[src/rtl/fp_run_ctrl.sv]
// Run controller for one float-add program execution: arbitrates the data-memory
// port, launches the core, watches for done under a watchdog and fetches the result.
module fp_run_ctrl #(
    parameter int RESULT_ADDR    = 12,
    parameter int TIMEOUT_CYCLES = 2000,
    parameter int CNT_W          = 16
) (
    input  logic             clk,
    input  logic             reset,
    input  logic             go,
    input  logic             host_req,
    input  logic             host_we,
    input  logic [7:0]       host_addr,
    input  logic [7:0]       host_wdata,
    output logic             host_gnt,
    output logic [7:0]       host_rdata,
    output logic             core_start,
    input  logic             core_done,
    input  logic             core_we,
    input  logic [7:0]       core_addr,
    input  logic [7:0]       core_wdata,
    output logic             dm_we,
    output logic [7:0]       dm_addr,
    output logic [7:0]       dm_wdata,
    input  logic [7:0]       dm_rdata,
    output logic             busy,
    output logic             ack,
    output logic [15:0]      result,
    output logic [CNT_W-1:0] cycle_count,
    output logic             timeout
);
    typedef enum logic [2:0] {
        S_IDLE, S_LAUNCH, S_RUN, S_FETCH_LO, S_FETCH_HI, S_DONE
    } state_t;

    localparam logic [7:0]       RES_LO = 8'(RESULT_ADDR);
    localparam logic [7:0]       RES_HI = 8'(RESULT_ADDR + 1);
    localparam logic [CNT_W-1:0] TMO    = CNT_W'(TIMEOUT_CYCLES);

    state_t           state_q, state_d;
    logic             seen_low_q, seen_low_d;
    logic [CNT_W-1:0] cnt_q, cnt_d, cnt_inc;
    logic [15:0]      result_q, result_d;
    logic             timeout_q, timeout_d;
    logic             core_start_q, core_start_d;
    logic             busy_q, busy_d;
    logic             ack_q, ack_d;
    logic             done_acc;

    always_comb begin
        state_d    = state_q;
        seen_low_d = seen_low_q;
        cnt_d      = cnt_q;
        result_d   = result_q;
        timeout_d  = timeout_q;
        cnt_inc    = (&cnt_q) ? cnt_q : cnt_q + 1'b1;
        done_acc   = 1'b0;
        case (state_q)
            S_IDLE, S_DONE: begin
                if (go) begin
                    state_d   = S_LAUNCH;
                    cnt_d     = '0;
                    timeout_d = 1'b0;
                end
            end
            S_LAUNCH: begin
                seen_low_d = 1'b0;
                cnt_d      = cnt_inc;
                state_d    = S_RUN;
            end
            S_RUN: begin
                cnt_d    = cnt_inc;
                // A done level only counts once it has been seen low in this run.
                done_acc = core_done && seen_low_q;
                if (!core_done) begin
                    seen_low_d = 1'b1;
                end
                // The watchdog looks at the count including this cycle, so a
                // timed-out run reports exactly TIMEOUT_CYCLES.
                if (done_acc) begin
                    state_d = S_FETCH_LO;
                end else if (cnt_inc >= TMO) begin
                    state_d   = S_DONE;
                    timeout_d = 1'b1;
                    result_d  = '0;
                end
            end
            S_FETCH_LO: begin
                result_d[7:0] = dm_rdata;
                state_d       = S_FETCH_HI;
            end
            S_FETCH_HI: begin
                result_d[15:8] = dm_rdata;
                state_d        = S_DONE;
            end
            default: state_d = S_IDLE;
        endcase
        core_start_d = (state_d == S_LAUNCH);
        busy_d       = (state_d == S_LAUNCH) || (state_d == S_RUN) ||
                       (state_d == S_FETCH_LO) || (state_d == S_FETCH_HI);
        ack_d        = (state_d == S_DONE);
    end

    always_comb begin
        host_gnt = 1'b0;
        dm_we    = 1'b0;
        dm_addr  = '0;
        dm_wdata = '0;
        case (state_q)
            S_IDLE, S_DONE: begin
                host_gnt = host_req;
                dm_we    = host_req & host_we;
                dm_addr  = host_req ? host_addr : 8'h00;
                dm_wdata = host_req ? host_wdata : 8'h00;
            end
            S_LAUNCH, S_RUN: begin
                dm_we    = core_we;
                dm_addr  = core_addr;
                dm_wdata = core_wdata;
            end
            S_FETCH_LO: dm_addr = RES_LO;
            S_FETCH_HI: dm_addr = RES_HI;
            default: ;
        endcase
    end

    always_ff @(posedge clk) begin
        if (reset) begin
            state_q      <= S_IDLE;
            seen_low_q   <= 1'b0;
            cnt_q        <= '0;
            result_q     <= '0;
            timeout_q    <= 1'b0;
            core_start_q <= 1'b0;
            busy_q       <= 1'b0;
            ack_q        <= 1'b0;
        end else begin
            state_q      <= state_d;
            seen_low_q   <= seen_low_d;
            cnt_q        <= cnt_d;
            result_q     <= result_d;
            timeout_q    <= timeout_d;
            core_start_q <= core_start_d;
            busy_q       <= busy_d;
            ack_q        <= ack_d;
        end
    end

    assign host_rdata  = dm_rdata;
    assign core_start  = core_start_q;
    assign busy        = busy_q;
    assign ack         = ack_q;
    assign result      = result_q;
    assign cycle_count = cnt_q;
    assign timeout     = timeout_q;
endmodule

[config.mk]
export PLATFORM = sky130hd
export DESIGN_NAME = fp_run_ctrl
export DESIGN_NICKNAME = d
export VERILOG_FILES = /design/src/rtl/fp_run_ctrl.sv
export SDC_FILE = /design/constraint.sdc
export NUM_CORES = 1
export LEC_CHECK = 0
export CAP_MARGIN = 20
export CORE_MARGIN = 10
export CORE_UTILIZATION = 42
export CTS_CLUSTER_DIAMETER = 30
export DETAILED_ROUTE_END_ITERATION = 16
export HOLD_SLACK_MARGIN = 0.1
export PLACE_DENSITY = 0.81
export SLEW_MARGIN = 15
export SYNTH_ARGS = -nofsm -noshare
export SYNTH_HDL_FRONTEND = slang
export SYNTH_SLANG_ARGS = --single-unit
[constraint.sdc]
create_clock -name clk -period 2.8 [get_ports clk]
set_clock_uncertainty 0.05 [all_clocks]
set_input_delay 0.56 -clock clk [delete_from_list [all_inputs] [get_ports clk]]
set_output_delay 0.56 -clock clk [all_outputs]
set_load 0.01 [all_outputs]
# Word-level counts from Yosys, hierarchy flattened
# Index checks and enable logic that the tools add are counted.
# totals
input_bits,47
latch_bits,0
mem_bits_ro,0
out_inout_bits,62
ramBits,0
regBits,40
word_cells,67
mem_count,0
# op_classes
muxes,23
div,0
reduce_logical,18
add_sub_neg,1
order_cmp,1
bitwise,1
mul,0
n_shift,0
eq_ne,14
# ops
operator,count
16-bit 2-to-1 mux,4
8-bit one-hot mux with 2 select lines,3
16-bit one-hot mux with 2 select lines,1
8-bit one-hot mux with 4 select lines,1
16-bit by 1-bit adder with 16-bit output (second input constant),1
16-bit by 11-bit greater-or-equal comparator with 1-bit output (second input constant),1
8-bit 2-to-1 mux,2
16-bit AND reduction,1
3-bit one-hot mux with 5 select lines,1
3-bit by 2-bit == test with 1-bit output (second input constant),4
3-bit == test (second input constant),4
2-bit nonzero test,5
3-bit 2-to-1 mux,3
2-bit inequality test (second input constant),4
3-bit by 1-bit == test with 1-bit output (second input constant),2
1-bit one-hot mux with 2 select lines,3
3-bit AND reduction,2
1-bit 2-to-1 mux,5
2-bit AND reduction,2
4-bit AND reduction,1
2-bit OR reduction,2
3-bit logical NOT,1
1-bit logical OR,3
1-bit bitwise AND,1
1-bit logical AND,1

# Depth between registers and ports, before layout
# Gate-level depths: netlist of the first run.
# depth
ltp_word,10
depth_mapped,10
mapped_depth_nobuf,8

# Least setup slack after synthesis of the first run
# OpenSTA, ideal clock, no wires.
# synth_timing
path_type,reg2out
startpoint,reg state_q[0]
endpoint,out dm_addr[6]
path_stages_with_launch,8
n_path_buf,3
arrival_time_ns,1.809
slack_ns,0.381
required_time_ns,2.190
path_cell_list,dfxtp_1 > clkbuf_1 > inv_1 > nand2_1 > a21oi_1 > clkbuf_1 > buf_1 > a22o_1
# synth_via
elab_chain_len,3
# synth_lines
item,line,source
from (decl),40,"state_t state_q, state_d;"
from (signal assigned),138,state_q <= state_d;
3-bit by 1-bit == test with 1-bit output (tied with other cells),109,case (state_q)
"2-bit OR reduction, on equally long branches",-,
8-bit one-hot mux with 4 select lines (*),109,
to (decl),23,"output logic [7:0] dm_addr,"
# Mark *: on every way between the ends. The rest lies on a longest branch, timed or not.

# Worst setup path after layout of the first run
# layout_timing
startpoint,in host_req
endpoint,out dm_wdata[0]
# layout_via
elab_chain_len,2
# layout_lines
item,line,source
from (decl),11,"input logic host_req,"
8-bit 2-to-1 mux,114,dm_wdata = host_req ? host_wdata : 8'h00;
8-bit one-hot mux with 2 select lines,109,
to (decl),24,"output logic [7:0] dm_wdata,"
# No other way between the ends.

==> run metrics, run 1 <==
outcome complete, no violations; cell at the root of the clock tree clkbuf_8; most common library cells after synthesis dfxtp_1 (40), a21oi_1 (30), nor2_1 (23); Net count, final 454; most frequent cell on the critical path clkdlybuf4s50_1; Critical Path AT 2.11 ns; stage delay of the slowest cell on the critical path 0.54 ns; die span in y 95.6 microns; Hold Fails Final Rpt 0; cts bufs inserted 5; relative slew slack 38.7%; antenna violations before repair 0; syn_nets 348; final estimated routing congestion in global placement 0.871; global-route wire length before repair 12800 microns; worst-skew pair later-pin latency 0.29 ns; final slew viol count 0; vias per inst 5.80; Filler cells 453; Final ANT Viol Nets 0; cell accounting for the most synthesized area dfxtp_1; hold buffers post-CTS 0; unrepaired setup endpoints after global routing no; number of buffers added on ports 108; kind of critical path in2out; Peak Freq 367 MHz; area share of the largest cell type after synthesis 33.4%; kind of cell with the highest combined delay on the critical path buffers and inverters; Worst-Margin Slew 0.912 ns; minimum setup slack among reg-to-reg paths 0.17 ns; part of the Yosys area used for sequential elements 33.4%; total via count after detailed routing 2776; die width 95.6 microns; final instance area 3740 sq um; number of buffer and inverter instances along the worst setup path 3; maximum fanout along the worst path 8; required arrival time at the worst endpoint 2.19 ns; Std-Cell Core Area 5510 sq um; layout cells sized above 1 10.8%; post-synthesis average cell area 7.99 sq um; WHS Path Cells 2; worst-path cell chain clkdlybuf4s50_1 > nor3b_4 > buf_6 > a22o_1 > clkdlybuf4s50_1; Yosys warning count 0; pin count of the biggest net entering global routing 34; floorplan row count 27; number of top-level pins 109; Worst-path clk slew 0.09 ns; ys async rst share 0%; areal power density over the cells 431 nW/um^2; slowest cell on the critical path clkdlybuf4s50_1; final-report setup violation count 0; CTS H-tree depth 2; count of unresolved DRC violations after routing 0; Seq cells post-synth 40; via count of the first global-routing pass 2526; post-detailed-routing wire length 8400 microns; crit end category output pin; Maximum Capacitance Violations 0; total half-perimeter wirelength after legalization and detailed placement 6430 microns; total global-route track usage 17.1%; maximum count of clock buffers along a single path 2; post-layout min period 2.72 ns; number of enable-type register cells in the synthesized netlist 0; cells taking the most area after synthesis dfxtp_1 (33%), a22o_1 (8.0%), a21oi_1 (6.3%), nand3_1 (4.0%), nor2_1 (3.6%); logic depth of the worst setup path including buffers 5; wire length per cell after detailed routing 17.5 microns; dominant synthesized flop cell dfxtp_1; diode insertion count for antenna repair 0; share of the clock period used by the worst path after layout 97.2%; area post-placement 3560 sq um; # clock sinks 40; highest ir drop seen on vdd 0.237 mV; Worst Reg2Reg Path Length in Cells 9; Iteration-0 DRC Markers 157; leakage power figure 1.41 nW; dominant cell by count in the synthesized netlist dfxtp_1; Total Die Area 9130 sq um; hold crit path type reg2reg; critical path launch point type input pin; CTS tree built; effective utilization at floorplan 43.5%; number of distinct standard cells referenced by the synthesized netlist 53; layout-stage area growth over the synthesis result 56.2%; Synth Cell Area 2400 sq um; iteration count of the initial detailed-routing pass 4; Setup TNS 0 ns; total congestion overflow after global routing 0; number of instances in the synthesized netlist 300
-- worst min-delay path, stage by stage, from the launching register on --
cell,delay (ns)
dfxtp_1,0.33
nand3_1,0.06
a21oi_1,0.05
-- report_power, final --
part / leakage (nW) / switching (mW) / internal (mW)
clock network: 0.0548 / 0.215 / 0.269
registers: 0.325 / 0.0272 / 0.597
logic: 1.03 / 0.235 / 0.272
total: 1.41 / 0.478 / 1.14
-- kinds of logic (layout without fill, tap and decap cells) --
group                    Yosys count  in the layout  share of synthesized area (%)
buffers and inverters             35            142                           7.57
AND/OR/NAND/NOR                  101            101                           21.8
adder cells (fa/ha/maj)            1              1                          0.522
AO/OA/AOI/OAI                    120            120                           35.5
flip-flops                        40             40                           33.4
XOR/XNOR                           2              2                          0.731
multiplexers                       1              1                          0.470
-- timing repair --
| action | 4_1_cts | 5_1_grt |
|---|---|---|
| pin swaps | 0 | 0 |
| gates resized for setup | 2 | 19 |
| endpoints found under the setup margin | 2 | 38 |
| cloned | 0 | 1 |
| buffers inserted | 0 | 1 |
-- metrics by stage --
step / power (mW) / utilization [%] / hold WS (ns) / worst slack [ns] / instances
4_1_cts: 1.61 / 66.7 / 0.435 / 0.00271 / 477
6_report: 1.62 / 68.0 / 0.435 / 0.0784 / 479
3_5_place_dp: 1.14 / 64.6 / 0.416 / 0.000265 / 469
2_1_floorplan: 0.860 / - / 0.440 / 0.381 / 300
3_3_place_gp: 1.13 / 64.6 / 0.405 / 0.0224 / 469
5_1_grt: 1.69 / 68.0 / 0.462 / 0.0116 / 479
-- sequential cells by signal, summed over array words and instances, names as in the netlist --
register,cells
seen_low_q,1
busy,1
core_start,1
timeout,1
state_q,3
result,16
ack,1
cycle_count,16
-- metal layers --
metal,GRT usage (%),part of all wire [%],up-vias
met3,4.24,7.2,6
met4,2.83,0.50,0
met5,0,0,-
li1,-,-,1356
met1,21.4,41,1326
met2,29.3,52,88
-- area by class of cell --
cell class              instances  area, sq um  share of cell area, %
inverters                       3         11.3                  0.301
multi-input cells             225         1450                   38.7
well taps                      72         90.1                   2.41
clock inverters                 3         46.3                   1.24
repair buffers                131         1280                   34.1
clock buffers                   5         68.8                   1.84
flip-flops and latches         40          802                   21.4
-- layout by cell type, fill, tap and decap left out, types with 3 or more instances in the layout --
cell | Yosys | routed
inv_1 | 3 | 3
nand4_1 | 4 | 4
a31oi_1 | 7 | 6
a22o_1 | 22 | 22
nor3_1 | 6 | 6
o21ai_0 | 11 | 11
dlymetal6s2s_1 | 0 | 7
nor2_1 | 23 | 23
nor2b_1 | 3 | 3
a22oi_1 | 9 | 9
a311oi_1 | 8 | 8
and3_1 | 4 | 4
a21oi_1 | 30 | 29
o31ai_1 | 3 | 3
clkbuf_8 | 0 | 5
buf_4 | 8 | 21
a211oi_1 | 7 | 7
nand2_1 | 22 | 22
clkdlybuf4s50_1 | 0 | 99
dfxtp_1 | 40 | 39
o21a_1 | 4 | 4
nand2b_1 | 8 | 8
nand3_1 | 19 | 19
-- worst paths after layout --
check                  from     endpoint
max                host_req  dm_wdata[0]
min              result[15]   result[15]
max reg2reg  cycle_count[0]   state_q[0]
min reg2reg      result[15]   result[15]
No activity file was read; power rests on OpenSTA's default activity.
==> run 2, diff against run 1 <==
--- a/config.mk
+++ b/config.mk
@@ -5,7 +5,7 @@
 export SDC_FILE = /design/constraint.sdc
 export NUM_CORES = 1
 export LEC_CHECK = 0
-export CAP_MARGIN = 20
+export CAP_MARGIN = 40
 export CORE_MARGIN = 10
 export CORE_UTILIZATION = 42
 export CTS_CLUSTER_DIAMETER = 30
==> results of run 2 <==
The final DEF is identical to that of run 1; final timing and power are the same.
==> run 3, diff against run 2 <==
--- a/config.mk
+++ b/config.mk
@@ -7,11 +7,11 @@
 export LEC_CHECK = 0
 export CAP_MARGIN = 40
 export CORE_MARGIN = 10
-export CORE_UTILIZATION = 42
+export CORE_UTILIZATION = 45
 export CTS_CLUSTER_DIAMETER = 30
 export DETAILED_ROUTE_END_ITERATION = 16
 export HOLD_SLACK_MARGIN = 0.1
-export PLACE_DENSITY = 0.81
+export PLACE_DENSITY = 0.86
 export SLEW_MARGIN = 15
 export SYNTH_ARGS = -nofsm -noshare
 export SYNTH_HDL_FRONTEND = slang
==> constraint.sdc (replaced) <==
create_clock -name clk -period 3.2 [get_ports clk]
set_clock_uncertainty 0.05 [all_clocks]
set_input_delay 0.64 -clock clk [delete_from_list [all_inputs] [get_ports clk]]
set_output_delay 0.64 -clock clk [all_outputs]
set_load 0.01 [all_outputs]
==> run metrics, run 3 (synthesized netlist as in run 1, its figures left out) <==
combinational share of power 31.2% (-0.2 points); via count of the first global-routing pass 2583 (+2.3%); vias per inst 6.00 (+3.6%); unrepaired setup endpoints after global routing no; relative slew slack 37.6% (-1.1 points); hold buffers post-CTS 0 (unchanged); antenna violations before repair 0 (unchanged); slowest cell on the critical path dfxtp_1; required arrival time at the worst endpoint 2.51 ns (+0.32 ns); Worst-path clk slew 0.08 ns (about the same); CTS tree built; crit end category output pin; number of buffer and inverter instances along the worst setup path 2 (-1); internal power 0.989 mW (-13%); Total Die Area 8650 sq um (-5.3%); number of placed instances, taps included 455 (-3.0%); slack of the critical path 0.178 ns (+0.100 ns); Worst Setup Slack post-DPL 0.0935 ns (+0.0932 ns); leakage power figure 1.25 nW (-11%); cts bufs inserted 5 (unchanged); areal power density over the cells 391 nW/um^2 (-9.4%); Worst R2R Start cycle_count[0]; outcome complete, no violations; total via count after detailed routing 2786 (+0.36%); Maximum Capacitance Violations 0 (unchanged); effective utilization at floorplan 46.6% (+3.1 points); startpoint of the most critical hold path result[7]; Peak Freq 331 MHz; Critical Path AT 2.33 ns (+0.22 ns); cell at the root of the clock tree clkbuf_8; number of buffers added on ports 108 (unchanged); final-report setup violation count 0 (unchanged); part of the total power dissipated in the clock network 30.3% (+0.3 points); Std-Cell Core Area 5140 sq um (-6.7%); final estimated routing congestion in global placement 0.871 (about the same); most frequent cells in the layout clkdlybuf4s50_1 (107), dfxtp_1 (40), a21oi_1 (29); global-route wire length before repair 13500 microns (+5.4%); number of top-level pins 109 (unchanged); met1 capacity usage during global routing 22.6% (+1.2 points); layout-stage area growth over the synthesis result 50.5%; worst hold slack after final layout 0.432 ns (-0.00304 ns); wire length per cell after detailed routing 18.7 microns (+6.7%); count of non-filler cells in the finished layout 464 (-3.1%); maximum fanout along the worst path 11 (+3); met2 track demand over resource 32.4% (+3.1 points); die width 93.0 microns (-2.7%); Worst-Margin Slew 0.929 ns (+0.0166 ns); count of unresolved DRC violations after routing 0 (unchanged); final slew viol count 0 (unchanged); total half-perimeter wirelength after legalization and detailed placement 6450 microns (+0.41%); post-layout min period 3.02 ns; Resized cells post-CTS 0 (-2); total global-route track usage 18.9% (+1.8 points); Iteration-0 DRC Markers 265 (+69%); floorplan row count 26 (-3.7%); buffers inserted by post-CTS timing repair 0 (unchanged); total congestion overflow after global routing 0 (unchanged); Setup TNS 0 ns (unchanged); pin count of the biggest net entering global routing 34 (unchanged); switching share of total power 29.8% (+0.26 points); kind of cell with the highest combined delay on the critical path buffers and inverters; beginning of the critical path state_q[2]; Net count, final 441 (-2.9%); layer with the highest usage after global routing met2; met3 routing resource usage after global routing 5.36% (+1.1 points); hold crit path type reg2reg; die span in y 93.0 microns (-2.7%); worst-skew pair later-pin latency 0.30 ns (about the same); highest ir drop seen on vdd 0.224 mV (-5.3%); # clock sinks 40 (unchanged); diode insertion count for antenna repair 0 (unchanged); CTS H-tree depth 2 (unchanged); share of the clock period used by the worst path after layout 94.4%; stage delay of the slowest cell on the critical path 0.55 ns (about the same); Seq pwr share 38.5% (about the same); post-detailed-routing wire length 8690 microns (+3.4%); kind of critical path reg2out; Hold Fails Final Rpt 0 (unchanged); maximum count of clock buffers along a single path 2 (unchanged); iteration count of the initial detailed-routing pass 5 (+1); critical path launch point type register; net switching component of the power 0.420 mW (-12%); Filler cells 430 (-5.1%); worst-path cell chain xor2_1 > nor3b_4 > clkdlybuf4s15_2 > a22o_1 > clkdlybuf4s50_1; Final ANT Viol Nets 0 (unchanged); leading cell type in the layout, fill and taps excluded clkdlybuf4s50_1; layout cells sized above 1 7.11% (-3.7 points)
[run 3: changes by cell type in the layout (fill, tap and decap cells not counted), moves of 2 or more]
cell / change
dlygate4sd2_1: -2
buf_6: -2
buf_4: -12
dlymetal6s2s_1: -6
clkdlybuf4s50_1: +8
[run 3: metrics by stage]
stage / util, % / instance area [sq um] / power, mW
after global placement: 67.5 / 3470 / 0.972
final: 70.2 / 3610 / 1.41
after floorplan: - / 2400 / 0.752
after detailed placement: 67.5 / 3470 / 0.983
after global routing: 70.2 / 3610 / 1.47
after CTS: 69.7 / 3580 / 1.41
[run 3: power groups by stage]
stage                     combinational (mW)  sequential (mW)  clock, mW
after floorplan                        0.194            0.558          0
after global placement                 0.419            0.553          0
after detailed placement               0.429            0.554          0
after CTS                              0.430            0.543      0.435
after global routing                   0.472            0.548      0.449
final                                  0.439            0.543      0.427
[run 3: worst paths after layout]
| path | end | slack (ns) | cells past startpoint |
|---|---|---|---|
| min reg2reg | result[7] | 0.43 | 1 |
| min | result[7] | 0.43 | 1 |
| max | dm_wdata[7] | 0.18 | 5 |
| max reg2reg | result[1] | 0.41 | 8 |
[run 3: layout make-up]
cell class | count | area (sq um) | area share (%)
multi-input cells | 225 | 1430 | 39.6
repair buffers | 118 | 1160 | 32.2
flip-flops and latches | 40 | 801 | 22.2
well taps | 70 | 87.6 | 2.43
clock buffers | 5 | 68.8 | 1.91
clock inverters | 3 | 46.3 | 1.28
inverters | 3 | 11.3 | 0.312
[run 3: routing by layer]
layer | part of all wire, % | up-vias | wire length [microns]
met1 | 40 | 1317 | 3520
met5 | 0 | - | 0
li1 | - | 1320 | -
met2 | 49 | 134 | 4240
met3 | 8.6 | 15 | 746
met4 | 2.2 | 0 | 187
[run 3: worst register-to-register path: cells and delay by family (launching register included)]
kind                     cells  cell delay (ns)
AND/OR/NAND/NOR              2             0.57
multiplexers                 1             0.41
adder cells (fa/ha/maj)      1             0.27
flip-flops                   1             0.43
AO/OA/AOI/OAI                4             1.03
